<file path="src/rtl/audio_sample_pacer.sv">
// Paced FIFO drain: one pop per programmable tick, with a substitute sample and an underrun count when the FIFO is empty.
// Build option AUDIO_SAMPLE_PACER_HOLD_EN: on underrun, hold the last delivered sample instead of emitting zero.
module audio_sample_pacer #(
    parameter int DATA_SIZE = 28,
    parameter int DIV_WIDTH = 16,
    parameter int CNT_WIDTH = 16
) (
    input  logic                 clk,
    input  logic                 rst,
    input  logic                 enable,
    input  logic [DIV_WIDTH-1:0] divisor,
    input  logic                 fifo_empty,
    output logic                 bus_chipselect,
    output logic                 bus_read,
    output logic                 bus_address,
    input  logic [31:0]          bus_read_data,
    output logic [DATA_SIZE-1:0] sample_data,
    output logic                 sample_valid,
    output logic [CNT_WIDTH-1:0] underrun_count,
    input  logic                 clear_underrun,
    output logic                 busy
);

    localparam logic [1:0] S_IDLE = 2'd0;
    localparam logic [1:0] S_WAIT = 2'd1;
    localparam logic [1:0] S_REQ  = 2'd2;
    localparam logic [1:0] S_CAP  = 2'd3;

    localparam logic [DIV_WIDTH-1:0] MIN_DIV = DIV_WIDTH'(3);
    localparam logic [DIV_WIDTH-1:0] DIV_ONE = DIV_WIDTH'(1);
    localparam logic [CNT_WIDTH-1:0] CNT_ONE = CNT_WIDTH'(1);

    logic [1:0]           r_state;
    logic [DIV_WIDTH-1:0] r_pcnt;
    logic [DATA_SIZE-1:0] r_sample_data;
    logic                 r_sample_valid;
    logic [CNT_WIDTH-1:0] r_underrun_count;

    logic [DIV_WIDTH-1:0] w_eff_div;
    logic                 w_tick;
    logic                 w_underrun;
    logic                 w_unused_bus_bits;

    function automatic logic [CNT_WIDTH-1:0] sat_inc(input logic [CNT_WIDTH-1:0] v);
        if (&v) return v;
        return v + CNT_ONE;
    endfunction

    assign w_eff_div  = (divisor < MIN_DIV) ? MIN_DIV : divisor;
    assign w_tick     = enable && (r_pcnt == '0);
    assign w_underrun = (r_state == S_WAIT) && w_tick && fifo_empty;

    // Only the sample bits of the bus word are consumed.
    assign w_unused_bus_bits = ^bus_read_data[31:DATA_SIZE];

    always_ff @(posedge clk) begin
        if (rst || !enable || w_tick) begin
            r_pcnt <= w_eff_div;
        end else begin
            r_pcnt <= r_pcnt - DIV_ONE;
        end
    end

    always_ff @(posedge clk) begin
        if (rst) begin
            r_state          <= S_IDLE;
            r_sample_data    <= '0;
            r_sample_valid   <= 1'b0;
            r_underrun_count <= '0;
        end else begin
            r_sample_valid <= 1'b0;
            case (r_state)
                S_IDLE: begin
                    if (enable) r_state <= S_WAIT;
                end
                S_WAIT: begin
                    if (!enable) begin
                        r_state <= S_IDLE;
                    end else if (w_tick) begin
                        if (!fifo_empty) begin
                            r_state <= S_REQ;
                        end else begin
                            r_sample_valid <= 1'b1;
`ifdef AUDIO_SAMPLE_PACER_HOLD_EN
                            r_sample_data  <= r_sample_data;
`else
                            r_sample_data  <= '0;
`endif
                        end
                    end
                end
                S_REQ: begin
                    r_state <= S_CAP;
                end
                S_CAP: begin
                    // Bridge data is registered, so it is valid here, one cycle after the strobe.
                    r_sample_data  <= bus_read_data[DATA_SIZE-1:0];
                    r_sample_valid <= 1'b1;
                    r_state        <= enable ? S_WAIT : S_IDLE;
                end
                default: r_state <= S_IDLE;
            endcase

            if (clear_underrun) begin
                r_underrun_count <= '0;
            end else if (w_underrun) begin
                r_underrun_count <= sat_inc(r_underrun_count);
            end
        end
    end

    assign bus_chipselect = (r_state == S_REQ);
    assign bus_read       = (r_state == S_REQ);
    assign bus_address    = 1'b0;
    assign busy           = (r_state == S_REQ) || (r_state == S_CAP);
    assign sample_data    = r_sample_data;
    assign sample_valid   = r_sample_valid;
    assign underrun_count = r_underrun_count;

endmodule

</file>
<file path="config.mk">
export PLATFORM = sky130hd
export DESIGN_NAME = audio_sample_pacer
export DESIGN_NICKNAME = d
export VERILOG_FILES = /design/src/rtl/audio_sample_pacer.sv
export SDC_FILE = /design/constraint.sdc
export NUM_CORES = 1
export LEC_CHECK = 0
export CORE_MARGIN = 5
export CORE_UTILIZATION = 40
export DETAILED_ROUTE_END_ITERATION = 8
export PLACE_DENSITY = 0.73
export SETUP_SLACK_MARGIN = 0.05
export SLEW_MARGIN = 20
export SYNTH_ARGS = -nofsm -noshare
export SYNTH_HDL_FRONTEND = slang
export SYNTH_SLANG_ARGS = --single-unit
</file>
<file path="constraint.sdc">
create_clock -name clk -period 2.36 [get_ports clk]
set_input_delay 0.236 -clock clk [delete_from_list [all_inputs] [get_ports clk]]
set_output_delay 0.236 -clock clk [all_outputs]
set_load 0.05 [all_outputs]
</file>
==> results of run 1 <==
[cells in the mapped netlist, types with 4 or more instances]
| library cell | instances | area [sq um] |
|---|---|---|
| nor2_1 | 17 | 63.8 |
| xor2_1 | 5 | 43.8 |
| nand2_1 | 51 | 191 |
| nand4_1 | 7 | 43.8 |
| and4_1 | 4 | 35.0 |
| or3_1 | 4 | 25.0 |
| inv_1 | 5 | 18.8 |
| xnor2_1 | 13 | 114 |
| o21ai_0 | 51 | 255 |
| a21oi_1 | 35 | 175 |
| clkbuf_1 | 18 | 67.6 |
| dfxtp_1 | 63 | 1260 |
| nor4_1 | 10 | 62.6 |
| nand3_1 | 9 | 45.0 |
| nor3_1 | 9 | 45.0 |
[layer usage]
layer	up-vias	track usage (%)	share of wire, %	wire [um]
met5	-	0	0	0
li1	1413	-	-	-
met4	0	6.98	1.9	139
met3	10	3.04	4.4	323
met2	77	27.7	48	3570
met1	1281	21.0	45	3330
[cells by family after synthesis]
family	after synthesis	share of synthesized area [%]
XOR/XNOR	18	5.59
adder cells (fa/ha/maj)	3	1.33
other	1	0.133
AO/OA/AOI/OAI	98	18.5
AND/OR/NAND/NOR	133	26.0
buffers and inverters	26	3.73
flip-flops	63	44.7
[stage by stage]
step / area (sq um) / hold WS [ps]
floorplan: 2830 / 345
global placement: 3920 / 460
finish: 4090 / 445
detailed placement: 3920 / 467
CTS: 4080 / 432
global route: 4090 / 441
[final cells by class]
type                       instances  share of cell area (%)
multi-input combinational        253                    36.0
sequential                        63                    30.9
timing repair buffer             108                    25.7
clock buffer                      11                    3.46
tap                               96                    2.94
clock inverter                     4                   0.551
inverter                           5                   0.459
[power groups by stage]
stage | clock (mW) | sequential (mW) | combinational (mW)
floorplan | 0 | 1.15 | 0.0944
global placement | 0 | 1.15 | 0.202
detailed placement | 0 | 1.15 | 0.203
CTS | 0.817 | 1.13 | 0.205
global route | 0.856 | 1.13 | 0.226
finish | 0.789 | 1.13 | 0.205
[final timing paths]
kind / from / end / depth (start not counted)
setup / recovery: flop / bus_read / 2
hold / removal: bus_read_data[15] / sample_data[15] / 3
setup reg to reg: r_pcnt[0] / underrun_count[10] / 7
hold reg to reg: sample_data[23] / sample_data[23] / 2
[timing repair]
| item | CTS | global route |
|---|---|---|
| endpoints found under the setup margin | 0 | 3 |
| gates resized for setup | 0 | 1 |
| hold buffers | 0 | 0 |
| hold endpoints to repair | 0 | 0 |
[worst register-to-register path: stages, from the launching register on]
cell and delay (ps):
dfxtp_1 350, inv_1 100, ha_1 150, nor3b_2 250, nand4_4 120, or3_4 430, or4_1 470, a21oi_1 140
[state kept, by name, summed over array words and instances, names as in the netlist, named ones only]
| signal | count |
|---|---|
| sample_data | 28 |
| sample_valid | 1 |
| r_state | 1 |
| r_pcnt | 16 |
| underrun_count | 16 |
==> impl_metrics.json, run 1 <==
{
  "dr.pass1.iters": 4,
  "hold_class": "input port to flop",
  "fin_tns_setup_ps": 0,
  "grt_usage_pct": 16.6,
  "setup_viol": 0,
  "ant_nets": 0,
  "cts_buffers": 9,
  "wl_per_cell_um": 13.6,
  "combinationalPowerShare_pct": 9.6,
  "p_switching_mw": 0.516,
  "routed_via_density": 5.15,
  "antenna_cells": 0,
  "drtIter0Drc": 102,
  "cts_tree": "yes",
  "p_sw_share_pct": 24.3,
  "ir_worst_vdd_uv": 280,
  "min_period_ps": 2160,
  "nFillCells": 653,
  "portBuffers": 96,
  "dp_hpwl_um": 5330,
  "fin_skew_ps": 9.58,
  "die_h_um": 94.0,
  "antenna_found_initial": 0,
  "drive_above_1_share_pct": 8.56,
  "grt_pass1_vias": 2580,
  "grt_max_degree": 33,
  "internal_power_mw": 1.61,
  "route.detailed.drc": 0,
  "synth_nets": 398,
  "crit_chain": "nor2b_1 -> clkdlybuf4s50_1",
  "cts_setup_buffers": 0,
  "hold_viol": 0,
  "yosysSeqAreaShare_pct": 44.7,
  "clockRootBuffer": "clkbuf_8",
  "die_w_um": 94.0,
  "pwr-share-seq_pct": 53.2,
  "avgSynthCellArea_sq_um": 8.25,
  "h-tree-depth": 3,
  "crit_type": "flop to primary output",
  "core-area_sq_mm": 0.00683,
  "critPathLaunchType": "flop",
  "run_status": "complete, no violations",
  "slew_headroom_pct": 48.9,
  "syn_inst": 342,
  "finalPower_mw": 2.12,
  "clk_latency_ps": 330,
  "nets": 496,
  "cts_sinks": 63,
  "endpoint_kind": "primary output",
  "pre_cts_ws_ps": 153,
  "dieArea_sq_mm": 0.00883,
  "crit_required_ps": 2120,
  "p_leak_nw": 1.37,
  "crit_path_max_fanout": 7,
  "p_per_area_mw_per_mm2": 519,
  "seq_area_sq_mm": 0.00126,
  "num_rows": 30,
  "synthFlopType": "dfxtp_1",
  "yosys_warnings": 0,
  "multi_input_area_sq_mm": 0.00147,
  "maxCapViolations": 0,
  "synth.distinct_cells": 40,
  "synth_area_sq_mm": 0.00282,
  "synth_edf_count": 0,
  "critPathBufInv": 1,
  "io_pins": 102,
  "final_common_cell": "clkdlybuf4s50_1",
  "clock_power_share_pct": 37.2,
  "ys_ff_latch": 63,
  "dp.cells": 525,
  "area_delta_synth_final_pct": 44.9,
  "clkTransAtPathRegs_ps": 70,
  "wl_um": 7370,
  "worst_pin_slew_ps": 765,
  "maxSlewViolCount": 0,
  "num_vias": 2781,
  "rrSetupSlack_ps": 260,
  "fin_cells": 540,
  "critical-path-top-delay-family": "buffers and inverters",
  "async_flop_share_pct": 0,
  "place.gp.congestion": 0.796,
  "initial_core_util_pct": 41.3,
  "rsz0062_at_grt": "no",
  "cp_slowest_stage_delay_ps": 860,
  "cts_buffer_depth": 2,
  "fin_crit_sh_pct": 91.6,
  "final_core_util_pct": 59.8,
  "final_cell_mix": "96 x clkdlybuf4s50_1, 63 x dfxtp_1, 51 x nand2_1, 51 x o21ai_0, 35 x a21oi_1",
  "worst_ep_arrival_time_ps": 1930,
  "setup_slack_ps": 199,
  "grt.overflow.total": 0,
  "slowest_stage": "clkdlybuf4s50_1",
  "fmax_mhz": 463,
  "grt_pass1_wl_um": 11800
}
(Power assumes the default switching activity.)
==> inputs of run 2 (changes only) <==
--- a/config.mk
+++ b/config.mk
@@ -5,10 +5,13 @@
 export SDC_FILE = /design/constraint.sdc
 export NUM_CORES = 1
 export LEC_CHECK = 0
+export CAP_MARGIN = 20
 export CORE_MARGIN = 5
 export CORE_UTILIZATION = 40
 export DETAILED_ROUTE_END_ITERATION = 8
+export MAX_ROUTING_LAYER = met4
 export PLACE_DENSITY = 0.73
+export REMOVE_ABC_BUFFERS = 1
 export SETUP_SLACK_MARGIN = 0.05
 export SLEW_MARGIN = 20
 export SYNTH_ARGS = -nofsm -noshare
==> impl_metrics.json, run 2 (synthesized netlist as in run 1, its figures left out) <==
{
  "final_common_cell": "clkdlybuf4s50_1",
  "dr.pass1.iters": 4,
  "initial_core_util_pct": 41.3,
  "clk_latency_ps": 330,
  "grt_pass1_wl_um": 12000,
  "wl_per_cell_um": 13.6,
  "clockRootBuffer": "clkbuf_8",
  "drt-met1-wl_um": 3390,
  "maxCapViolations": 0,
  "hold-path-endpoint": "sample_data[13]",
  "rrSetupSlack_ps": 290,
  "dp_hpwl_um": 5310,
  "seq_area_sq_mm": 0.00126,
  "core-area_sq_mm": 0.00683,
  "area_delta_synth_final_pct": 45.7,
  "io_pins": 102,
  "largest_reg_flops": 28,
  "cts_resized": 0,
  "crit_required_ps": 2120,
  "grt_pass1_vias": 2474,
  "cp_slowest_stage_delay_ps": 860,
  "route.met3.wl_um": 555,
  "setup_slack_ps": 159,
  "maxSlewViolCount": 0,
  "crit_path_max_fanout": 7,
  "dr_wl_met2_um": 3280,
  "fin_tns_setup_ps": 0,
  "num_rows": 30,
  "fmax_mhz": 454,
  "p_leak_nw": 1.38,
  "drive_above_1_share_pct": 8.35,
  "dr.max_layer_used": "met4",
  "slew_headroom_pct": 50.9,
  "crit_type": "flop to primary output",
  "worst_hold_slack_ps": 447,
  "min_period_ps": 2200,
  "fin_skew_ps": 9.92,
  "rsz0062_at_grt": "no",
  "r2r-start": "r_pcnt[0]",
  "cts_sinks": 63,
  "r2r_cells": 7,
  "hold_viol": 0,
  "ir_worst_vdd_uv": 332,
  "clkTransAtPathRegs_ps": 70,
  "crit_chain": "nor2b_1 -> clkdlybuf4s50_1",
  "ant_nets": 0,
  "wl_um": 7310,
  "num_vias": 2749,
  "pre_cts_ws_ps": 161,
  "route.detailed.drc": 0,
  "multi_input_area_sq_mm": 0.00147,
  "cts_tree": "yes",
  "antenna_found_initial": 0,
  "h-tree-depth": 3,
  "nFillCells": 635,
  "cts_buffers": 9,
  "place.gp.congestion": 0.842,
  "cts_setup_buffers": 0,
  "cts_buffer_depth": 2,
  "routed_via_density": 5.10,
  "p_per_area_mw_per_mm2": 557,
  "die_h_um": 94.0,
  "worst_ep_arrival_time_ps": 1970,
  "fin_crit_sh_pct": 93.3,
  "finalPower_mw": 2.29,
  "portBuffers": 96,
  "grt_max_degree": 33,
  "nets": 494,
  "worstHoldPathCells": 3,
  "run_status": "complete, no violations",
  "hold_class": "input port to flop",
  "holdBufCountCts": 0,
  "placed_area_sq_mm": 0.00390,
  "antenna_cells": 0,
  "worst_pin_slew_ps": 736,
  "drtIter0Drc": 126,
  "postLayoutCellArea_sq_mm": 0.00411,
  "endpoint_kind": "primary output",
  "reg2reg_to": "underrun_count[10]",
  "slowest_stage": "clkdlybuf4s50_1",
  "grt.overflow.total": 0,
  "grt_usage_pct": 17.5,
  "die_w_um": 94.0,
  "final_cell_mix": "96 x clkdlybuf4s50_1, 63 x dfxtp_1, 51 x nand2_1, 51 x o21ai_0, 35 x a21oi_1",
  "worstHoldStart": "bus_read_data[13]",
  "critPathLaunchType": "flop",
  "dieArea_sq_mm": 0.00883,
  "setup_viol": 0
}
[run 2: how the worst max path moves through the flow]
| stage | start | endpoint | slack, ps | cells past startpoint |
|---|---|---|---|---|
| detailed placement | r_pcnt[0] | underrun_count[10] | 160 | 7 |
| global route | flop | bus_read | 80 | 2 |
| floorplan | flop | flop | -30 | 3 |
| finish | flop | bus_read | 160 | 2 |
| global placement | r_pcnt[0] | underrun_count[11] | 210 | 7 |
| CTS | r_pcnt[0] | underrun_count[11] | 130 | 7 |
[run 2: per-layer routing]
metal  global-route usage [%]  vias to the layer above
met1                     22.6                     1237
met3                     5.13                        8
li1                         -                     1413
met2                     26.7                       91
met4                     5.05                        0
met5                        -                        -
[run 2: metrics by stage]
stage	cells	util, %
after floorplan	321	-
after global placement	523	57.0
after detailed placement	523	57.0
after CTS	539	60.1
after global routing	539	60.1
final	539	60.1
[run 2: layout make-up]
cell class	instances	area share, %
Multi-Input combinational cell	253	35.7
Sequential cell	63	30.7
Timing Repair Buffer	106	25.2
Clock buffer	11	3.68
Tap cell	96	2.92
Clock inverter	5	1.37
Inverter	5	0.457
[run 2: worst max-delay path: cells and delay by family (launching register included)]
family        cells  cell delay, ps
flops             1             460
buf+inv           1             860
simple gates      1             310
[run 2: where the power goes]
part	total [mW]	leakage, nW	internal [mW]	switching, mW
sequential	1.13	0.513	1.09	0.0375
combinational	0.202	0.764	0.117	0.0858
clock	0.959	0.105	0.543	0.415
